--- src/rtl/sys_ctrl_pkg.sv ---
// Shared types and constants for the command sequencer.
// Holds the FSM state enum, the command byte values and the fixed
// register-file addresses used for ALU operands.
package sys_ctrl_pkg;

    typedef enum logic [3:0] {
        ST_IDLE     = 4'd0,
        ST_WR_ADDR  = 4'd1,
        ST_WR_DATA  = 4'd2,
        ST_RD_ADDR  = 4'd3,
        ST_RD_WAIT  = 4'd4,
        ST_ALU_OPA  = 4'd5,
        ST_ALU_OPB  = 4'd6,
        ST_ALU_FUN  = 4'd7,
        ST_ALU_WAIT = 4'd8,
        ST_TX_RD    = 4'd9,
        ST_TX_HI    = 4'd10,
        ST_TX_LO    = 4'd11
    } state_e;

    // Frame header bytes
    localparam logic [7:0] CMD_RF_WR    = 8'hAA;
    localparam logic [7:0] CMD_RF_RD    = 8'hBB;
    localparam logic [7:0] CMD_ALU_OPR  = 8'hCC;
    localparam logic [7:0] CMD_ALU_NOPR = 8'hDD;

    // Register-file slots the ALU reads its operands from
    localparam int unsigned ADDR_OP_A = 0;
    localparam int unsigned ADDR_OP_B = 1;

    // True in the states that own the TX FIFO write port
    function automatic logic is_tx_state(state_e s);
        return (s == ST_TX_RD) || (s == ST_TX_HI) || (s == ST_TX_LO);
    endfunction

endpackage

--- src/rtl/sys_cmd_ctrl.sv ---
// Command sequencer: parses UART frames (AA wr, BB rd, CC alu+ops, DD alu) into RF/ALU strobes, pushes results to TX FIFO.
// Latency: strobes 1 cycle after the completing RX byte; RF_RD_VLD / ALU_OUT_VLD to first push 1 cycle.
// Backpressure: TX states hold their byte while FIFO_FULL=1 and push in the first non-full cycle; RX bytes are dropped while busy.
//
// Ports:
//   REF_CLK, RST              clock, async active-low reset
//   RX_P_DATA / RX_D_VLD      received byte + one-cycle valid pulse
//   RF_ADDR / RF_WR_EN / RF_RD_EN / RF_WR_DATA / RF_RD_DATA / RF_RD_VLD   register file
//   ALU_EN / ALU_FUN / ALU_OUT / ALU_OUT_VLD / CLK_GATE_EN               ALU and its clock gate
//   FIFO_WR_DATA / FIFO_WR_INC / FIFO_FULL                               TX FIFO write side
module sys_cmd_ctrl
    import sys_ctrl_pkg::*;
#(
    parameter int DATA_WIDTH = 8,
    parameter int ADDR_WIDTH = 4,
    parameter int FUN_WIDTH  = 4
) (
    input  logic                    REF_CLK,
    input  logic                    RST,
    input  logic [DATA_WIDTH-1:0]   RX_P_DATA,
    input  logic                    RX_D_VLD,
    output logic [ADDR_WIDTH-1:0]   RF_ADDR,
    output logic                    RF_WR_EN,
    output logic                    RF_RD_EN,
    output logic [DATA_WIDTH-1:0]   RF_WR_DATA,
    input  logic [DATA_WIDTH-1:0]   RF_RD_DATA,
    input  logic                    RF_RD_VLD,
    output logic                    ALU_EN,
    output logic [FUN_WIDTH-1:0]    ALU_FUN,
    input  logic [2*DATA_WIDTH-1:0] ALU_OUT,
    input  logic                    ALU_OUT_VLD,
    output logic                    CLK_GATE_EN,
    output logic [DATA_WIDTH-1:0]   FIFO_WR_DATA,
    output logic                    FIFO_WR_INC,
    input  logic                    FIFO_FULL
);

    state_e                  state_q, state_d;
    logic [ADDR_WIDTH-1:0]   addr_q, addr_d;
    logic [DATA_WIDTH-1:0]   wr_data_q, wr_data_d;
    logic                    wr_en_q, wr_en_d;
    logic                    rd_en_q, rd_en_d;
    logic                    alu_en_q, alu_en_d;
    logic [FUN_WIDTH-1:0]    fun_q, fun_d;
    logic                    gate_q, gate_d;
    // TX holding register: tx_byte_q is what the FIFO sees, tx_lo_q parks
    // the low half of an ALU result until the high byte has gone out.
    logic [DATA_WIDTH-1:0]   tx_byte_q, tx_byte_d;
    logic [DATA_WIDTH-1:0]   tx_lo_q, tx_lo_d;
    logic                    push;

    // Push is combinational on FIFO_FULL so a TX state fires in the very
    // first non-full cycle and can never strobe into a full FIFO.
    assign push = is_tx_state(state_q) && !FIFO_FULL;

    always_comb begin
        state_d   = state_q;
        addr_d    = addr_q;
        wr_data_d = wr_data_q;
        wr_en_d   = 1'b0;
        rd_en_d   = 1'b0;
        alu_en_d  = 1'b0;
        fun_d     = fun_q;
        gate_d    = gate_q;
        tx_byte_d = tx_byte_q;
        tx_lo_d   = tx_lo_q;

        case (state_q)
            ST_IDLE: begin
                if (RX_D_VLD) begin
                    case (RX_P_DATA)
                        CMD_RF_WR:    state_d = ST_WR_ADDR;
                        CMD_RF_RD:    state_d = ST_RD_ADDR;
                        CMD_ALU_OPR:  state_d = ST_ALU_OPA;
                        CMD_ALU_NOPR: state_d = ST_ALU_FUN;
                        default:      state_d = ST_IDLE;
                    endcase
                end
            end

            ST_WR_ADDR: begin
                if (RX_D_VLD) begin
                    addr_d  = RX_P_DATA[ADDR_WIDTH-1:0];
                    state_d = ST_WR_DATA;
                end
            end

            ST_WR_DATA: begin
                if (RX_D_VLD) begin
                    wr_data_d = RX_P_DATA;
                    wr_en_d   = 1'b1;
                    state_d   = ST_IDLE;
                end
            end

            ST_RD_ADDR: begin
                if (RX_D_VLD) begin
                    addr_d  = RX_P_DATA[ADDR_WIDTH-1:0];
                    rd_en_d = 1'b1;
                    state_d = ST_RD_WAIT;
                end
            end

            ST_RD_WAIT: begin
                if (RF_RD_VLD) begin
                    tx_byte_d = RF_RD_DATA;
                    state_d   = ST_TX_RD;
                end
            end

            ST_ALU_OPA: begin
                if (RX_D_VLD) begin
                    addr_d    = ADDR_OP_A[ADDR_WIDTH-1:0];
                    wr_data_d = RX_P_DATA;
                    wr_en_d   = 1'b1;
                    state_d   = ST_ALU_OPB;
                end
            end

            ST_ALU_OPB: begin
                if (RX_D_VLD) begin
                    addr_d    = ADDR_OP_B[ADDR_WIDTH-1:0];
                    wr_data_d = RX_P_DATA;
                    wr_en_d   = 1'b1;
                    state_d   = ST_ALU_FUN;
                end
            end

            ST_ALU_FUN: begin
                if (RX_D_VLD) begin
                    fun_d    = RX_P_DATA[FUN_WIDTH-1:0];
                    alu_en_d = 1'b1;
                    // Gate opens together with ALU_EN
                    gate_d   = 1'b1;
                    state_d  = ST_ALU_WAIT;
                end
            end

            ST_ALU_WAIT: begin
                if (ALU_OUT_VLD) begin
                    tx_byte_d = ALU_OUT[2*DATA_WIDTH-1:DATA_WIDTH];
                    tx_lo_d   = ALU_OUT[DATA_WIDTH-1:0];
                    // Gate stays open through the capture cycle only
                    gate_d    = 1'b0;
                    state_d   = ST_TX_HI;
                end
            end

            ST_TX_RD: begin
                if (push) begin
                    state_d = ST_IDLE;
                end
            end

            ST_TX_HI: begin
                if (push) begin
                    tx_byte_d = tx_lo_q;
                    state_d   = ST_TX_LO;
                end
            end

            ST_TX_LO: begin
                if (push) begin
                    state_d = ST_IDLE;
                end
            end

            default: begin
                state_d = ST_IDLE;
                gate_d  = 1'b0;
            end
        endcase
    end

    always_ff @(posedge REF_CLK or negedge RST) begin
        if (!RST) begin
            state_q   <= ST_IDLE;
            addr_q    <= '0;
            wr_data_q <= '0;
            wr_en_q   <= 1'b0;
            rd_en_q   <= 1'b0;
            alu_en_q  <= 1'b0;
            fun_q     <= '0;
            gate_q    <= 1'b0;
            tx_byte_q <= '0;
            tx_lo_q   <= '0;
        end else begin
            state_q   <= state_d;
            addr_q    <= addr_d;
            wr_data_q <= wr_data_d;
            wr_en_q   <= wr_en_d;
            rd_en_q   <= rd_en_d;
            alu_en_q  <= alu_en_d;
            fun_q     <= fun_d;
            gate_q    <= gate_d;
            tx_byte_q <= tx_byte_d;
            tx_lo_q   <= tx_lo_d;
        end
    end

    assign RF_ADDR      = addr_q;
    assign RF_WR_EN     = wr_en_q;
    assign RF_RD_EN     = rd_en_q;
    assign RF_WR_DATA   = wr_data_q;
    assign ALU_EN       = alu_en_q;
    assign ALU_FUN      = fun_q;
    assign CLK_GATE_EN  = gate_q;
    assign FIFO_WR_DATA = tx_byte_q;
    assign FIFO_WR_INC  = push;

endmodule

--- config.mk ---
export PLATFORM = sky130hd
export DESIGN_NAME = sys_cmd_ctrl
export DESIGN_NICKNAME = d
export VERILOG_FILES = /design/src/rtl/sys_ctrl_pkg.sv /design/src/rtl/sys_cmd_ctrl.sv
export SDC_FILE = /design/constraint.sdc
export NUM_CORES = 1
export LEC_CHECK = 0
export BUFFER_PORTS_ARGS = -buffer_cell sky130_fd_sc_hd__buf_4
export CORE_MARGIN = 2
export CORE_UTILIZATION = 50
export DETAILED_ROUTE_END_ITERATION = 8
export MAX_ROUTING_LAYER = met4
export PLACE_DENSITY = 0.79
export SYNTH_ARGS = -nofsm -noshare
export SYNTH_HDL_FRONTEND = slang
export SYNTH_SLANG_ARGS = --single-unit
--- constraint.sdc ---
create_clock -name REF_CLK -period 2.53 [get_ports REF_CLK]
set_clock_uncertainty 0.2 [all_clocks]
set_input_delay 0 -clock REF_CLK [delete_from_list [all_inputs] [get_ports REF_CLK]]
set_output_delay 0 -clock REF_CLK [all_outputs]
set_load 0.005 [all_outputs]
==> impl_metrics.yaml, run 1 <==
status:
  outcome: "finished clean"
yosys:
  ys.flop_type: "dfrtp_1"
  synth_area_leaders: "dfrtp_1 50%, mux2_2 12%, nand2_1 4.6%, mux2i_1 4.5%, o21ai_0 4.5%"
  ys_async_sr_fraction_pct: 100
  synth_edf_count: 0
  synth.avg_cell_area_um2: 11.2
  synth_area_leader_cell: "dfrtp_1"
  netlist_instances: 181
  synth-seq-area-share_pct: 49.5
  syn_nets: 219
  synth_cell_types: 39
  ys_seq_elements: 40
  ys_warn_count: 0
  synth_top_area_share_pct: 49.5
  netlist_area_um2: 2020
sta:
  tns_ns: 0
  rsz0062_at_grt: "false"
  layout_min_cycle_time_ns: 2.27
  final_hold_viol_count: 0
  fmax_mhz: 441
  finalSetupViolCount: 0
  relSlewSlack_pct: 36.4
  worstMarginPinSlew_ns: 0.950
  fin_crit_sh_pct: 89.6
  final-max-slew-violation-count: 0
clock_tree:
  insertion_delay_ns: 0.29
  clock_sinks: 40
  numCtsBuffers: 5
  clock_path_buffers: 2
  cts_root_buf: "clkbuf_8"
  ctsResizeCount: 0
  clk_pin_slew_ns: 0.08
  cts_max_level: 2
  cts_tree: "done"
power:
  ir_drop_mv: 0.830
  leakagePower_uw: 0.00141
  comb_power_share_pct: 40.2
  p_int_uw: 2090
  seqPwrFrac_pct: 36.1
  netSwitchingFraction_pct: 31.6
  power.density_nw_per_um2: 1000
  power.share.clock_pct: 23.7
  switchingPower_uw: 965
drt:
  wirelength_mm: 5.20
  routed_via_density: 5.39
  post_drt_wl_per_cell_um: 15.7
  drt_iter0_markers: 143
  drcViolationCount: 0
  final_antenna_net_count: 0
  vias: 1789
  firstDrtPassIters: 5
cells_and_area:
  mostFrequentLayoutCells: "69 x buf_4, 40 x dfrtp_1, 34 x dlygate4sd3_1, 25 x nand2_1, 22 x mux2_2"
  nNetsFinal: 319
  post-route-util_pct: 77.2
  instances_no_fill: 332
  final_common_cell: "buf_4"
  drive_above_1_share_pct: 37.9
  antennaDiodeCount: 0
  areaGrowthSynthToFinish_pct: 50.6
hold_path:
  min_from: "ALU_OUT[9]"
  min_path_type: "in -> reg"
die:
  die_w_um: 67.6
  rows: 23
  die_h_um: 67.6
  ios: 67
  start_util_pct: 51.3
  die_area_um2: 4570
  coreArea_um2: 3940
worst_setup_path:
  worstSetupStartpoint: "state_q[2]"
  cp-start-kind: "flip-flop"
  cp_max_fo: 17
  critPathKind: "reg -> reg"
  required_ns: 2.50
  r2r_start: "state_q[2]"
  cp.arrival_ns: 2.23
  end_kind: "flip-flop"
place:
  io_buffers: 66
  place_congestion: 0.814
  hpwl_mm: 3.20
  place_inst: 290
grt:
  track_usage_pct: 24.7
  grt_max_degree: 41
  antenna_found_initial: 0
  grt_pass1_vias: 1674
  grt.overflow.total: 0
  grt_pass1_wl_mm: 8.18
flow_run:
  cap_viol_max_count: 0
cell families after synthesis:
group           share of synthesized area, %
buf+inv                                 3.03
flops                                   49.5
mux                                     16.7
xor+xnor                                1.30
compound gates                          13.0
simple gates                            16.4
sequential cells by signal, summed over array words and instances, names as in the netlist:
signal        flops
RF_WR_DATA        8
FIFO_WR_DATA      8
state_q           4
ALU_EN            1
RF_ADDR           4
ALU_FUN           4
tx_lo_q           8
RF_WR_EN          1
RF_RD_EN          1
CLK_GATE_EN       1
stage by stage:
step	worst slack, ns	hold WS (ns)	total power (uW)	area, um^2
2_1_floorplan	0.486	-0.496	1820	2020
3_3_place_gp	0.389	-0.199	2240	2540
3_5_place_dp	0.345	-0.195	2280	2540
4_1_cts	0.321	0.0205	3030	3040
5_1_grt	0.0899	0.0490	3240	3040
6_report	0.264	0.0172	3060	3040
worst paths after layout:
kind | end | slack, ns | depth (start not counted)
setup / recovery | FIFO_WR_DATA[6] | 0.26 | 5
hold reg to reg | FIFO_WR_DATA[2] | 0.28 | 2
min in group asynchronous | tx_lo_q[3] | 0.03 | 2
setup reg to reg | FIFO_WR_DATA[6] | 0.26 | 5
hold / removal | FIFO_WR_DATA[1] | 0.02 | 5
max in group asynchronous | tx_lo_q[2] | 1.76 | 2
cell usage after synthesis, types with 2 or more instances:
cell / instances
dfrtp_1: 40
nand2_1: 25
mux2_2: 22
o21ai_0: 18
mux2i_1: 9
buf_2: 7
nand2b_1: 7
o21ai_1: 5
a21oi_1: 4
nor2b_1: 4
nor3_1: 4
nand3_1: 3
nor2_1: 3
a32o_1: 2
nand3b_1: 2
or4bb_1: 2
xnor2_1: 2
per-layer routing:
layer	track usage, %	wire (um)	vias to the layer above
met4	6.89	87	0
met3	4.50	301	11
met2	38.4	2600	76
li1	-	-	846
met1	33.3	2220	856
met5	-	0	-
area by class of cell:
type | instances | area, um^2
tap | 50 | 62.6
timing repair buffer | 103 | 858
clock buffer | 5 | 68.8
sequential | 40 | 1000
clock inverter | 3 | 90.1
fill | 234 | 900
inverter | 1 | 3.75
multi-input combinational | 130 | 958
power groups by stage:
| stage | registers, uW | logic, uW | clock network, uW |
|---|---|---|---|
| after floorplan | 1060 | 755 | 0 |
| final | 1100 | 1230 | 724 |
| after CTS | 1100 | 1210 | 726 |
| after global placement | 1100 | 1140 | 0 |
| after global routing | 1140 | 1340 | 760 |
| after detailed placement | 1110 | 1170 | 0 |
repair_timing:
item,4_1_cts,5_1_grt
endpoints found under the setup margin,0,0
setup buffers,0,0
hold buffers,34,0
hold endpoints to repair,75,0
critical path, cell delays in order, from the launching register on:
cell and delay, ns:
dfrtp_1 0.53, nand2b_1 0.28, nor2_1 0.76, nand2_1 0.14, o21ai_0 0.15, o21ai_1 0.08
Power figures use the tool's default switching activity.
==> inputs of run 2 (changes only) <==
CORE_UTILIZATION = 45   (was 50)
PLACE_DENSITY = 0.75   (was 0.79)
clock period = 1.97 ns   (was 2.53 ns; I/O delays follow)
==> impl_metrics.yaml, run 2 (same netlist as run 1, synthesis figures left out) <==
status:
  outcome: "complete, but fails checks"
  violations: "setup timing"
worst_setup_path:
  crit_path_max_incr_delay_ns: 0.60
  critPathKind: "reg -> reg"
  cp.arrival_ns: 2.03
  cp-start-kind: "flip-flop"
  cp.buffers_inverters: 1
  cpLargestDelayFamily: "compound AO/OA/AOI/OAI gates"
  required_ns: 1.96
  cp_max_fo: 7
  slowest_stage: "a2111oi_4"
  path_cells: "buf_6 -> or2_4 -> nor2_2 -> a2111oi_4 -> nor2b_1 -> a211o_1"
  end_kind: "flip-flop"
place:
  hpwl_mm: 3.49
  io_buffers: 66
  place_congestion: 0.915
grt:
  grt_pass1_vias: 1805
  track_usage_pct: 23.8
  grt.overflow.total: 0
  grt_max_degree: 41
  grt_pass1_wl_mm: 8.81
  antenna_found_initial: 0
drt:
  post_drt_wl_per_cell_um: 15.8
  top_layer: "met4"
  drcViolationCount: 0
  vias: 1822
  final_antenna_net_count: 0
  routed_via_density: 5.24
  met3_length_um: 318
  wirelength_mm: 5.48
  firstDrtPassIters: 4
  wl_met2_mm: 2.78
  m1WireLength_mm: 2.28
  drt_iter0_markers: 166
cells_and_area:
  seqCellArea_um2: 1000
  nNetsFinal: 333
  post-route-util_pct: 72.0
  multiInputGateArea_um2: 977
  areaGrowthSynthToFinish_pct: 55.1
  antennaDiodeCount: 0
  fillerInstances: 304
  final_common_cell: "buf_4"
  drive_above_1_share_pct: 41.9
  mostFrequentLayoutCells: "79 x buf_4, 39 x dfrtp_1, 34 x dlygate4sd3_1, 25 x nand2_1, 21 x mux2_2"
power:
  seqPwrFrac_pct: 35.9
  p_total_uw: 3820
  power.share.clock_pct: 14.6
  leakagePower_uw: 0.00146
  ir_drop_mv: 0.600
  p_int_uw: 2550
  switchingPower_uw: 1270
  power.density_nw_per_um2: 1220
  netSwitchingFraction_pct: 33.3
  comb_power_share_pct: 49.4
clock_tree:
  numCtsBuffers: 5
  cts_max_level: 2
  cts_root_buf: "clkbuf_8"
  clock_path_buffers: 2
  clk_pin_slew_ns: 0.07
  clock_sinks: 40
  insertion_delay_ns: 0.30
  cts_tree: "done"
die:
  coreArea_um2: 4350
  die_h_um: 71.0
  die_w_um: 71.0
  start_util_pct: 46.4
  rows: 24
  ios: 67
  die_area_um2: 5040
sta:
  layout_min_cycle_time_ns: 2.04
  worst_slack_ns: -0.0744
  final_hold_viol_count: 0
  worstMarginPinSlew_ns: 0.605
  rsz0062_at_grt: "true"
  finalSetupViolCount: 4
  relSlewSlack_pct: 59.7
  final-max-slew-violation-count: 0
  fin_crit_sh_pct: 104
  fmax_mhz: 489
flow_run:
  cap_viol_max_count: 0
hold_path:
  min_path_type: "in -> async"
## run 2: changes by cell type in the layout (fill, tap and decap cells not counted), moves of 2 or more
| cell | before | now |
|---|---|---|
| clkbuf_1 | 0 | 2 |
| bufinv_16 | 3 | 0 |
| buf_4 | 69 | 79 |
| buf_6 | 0 | 2 |
| buf_12 | 0 | 2 |
## run 2: cell type report
class	count	share of cell area, %
timing repair buffer	117	31.8
clock buffer	8	2.87
sequential	40	32.0
multi-input combinational	130	31.2
inverter	1	0.120
tap	52	2.08
## run 2: through the flow
stage | TNS, ns | std cells | setup slack [ns] | hold WS [ns] | instance area, um^2
floorplan | -0.00318 | 181 | -0.00318 | -0.496 | 2020
global placement | 0 | 304 | 0.0230 | -0.197 | 2660
detailed placement | -0.0230 | 304 | -0.0221 | -0.190 | 2660
CTS | -0.0330 | 346 | -0.0224 | 0.0158 | 3100
global route | -0.451 | 348 | -0.133 | 0.0515 | 3130
finish | -0.195 | 348 | -0.0744 | 0.00420 | 3130
## run 2: what timing repair did
| action | CTS | global route |
|---|---|---|
| endpoints found under the setup margin | 2 | 12 |
| hold endpoints to repair | 74 | 0 |
| resized for setup | 1 | 9 |
| buffers inserted | 0 | 2 |
| hold buffers | 34 | 0 |
| pin swaps | 1 | 2 |
## run 2: final timing paths
| path | startpoint | end | slack [ns] | depth (start not counted) |
|---|---|---|---|---|
| worst min register to register | FIFO_WR_DATA[4] | FIFO_WR_DATA[4] | 0.29 | 2 |
| worst max register to register | state_q[3] | state_q[1] | -0.07 | 6 |
| worst max-delay path | state_q[3] | state_q[1] | -0.07 | 6 |
| worst min-delay path | RST | tx_lo_q[4] | 0.004 | 2 |
| max in group asynchronous | RST | state_q[1] | 1.20 | 2 |
| min in group REF_CLK | ALU_OUT[9] | FIFO_WR_DATA[1] | 0.01 | 5 |
## run 2: per-layer routing
metal	global-route usage, %	up-vias
met1	31.2	879
met2	36.0	60
met3	5.56	8
met5	-	-
met4	9.01	0
li1	-	875
## run 2: power by group through the flow
stage                     combinational [uW]  clock (uW)  sequential [uW]
after floorplan                          972           0             1360
after global placement                  1700           0             1360
after global routing                    2050         612             1420
after CTS                               1810         567             1360
final                                   1890         559             1370
after detailed placement                1740           0             1380
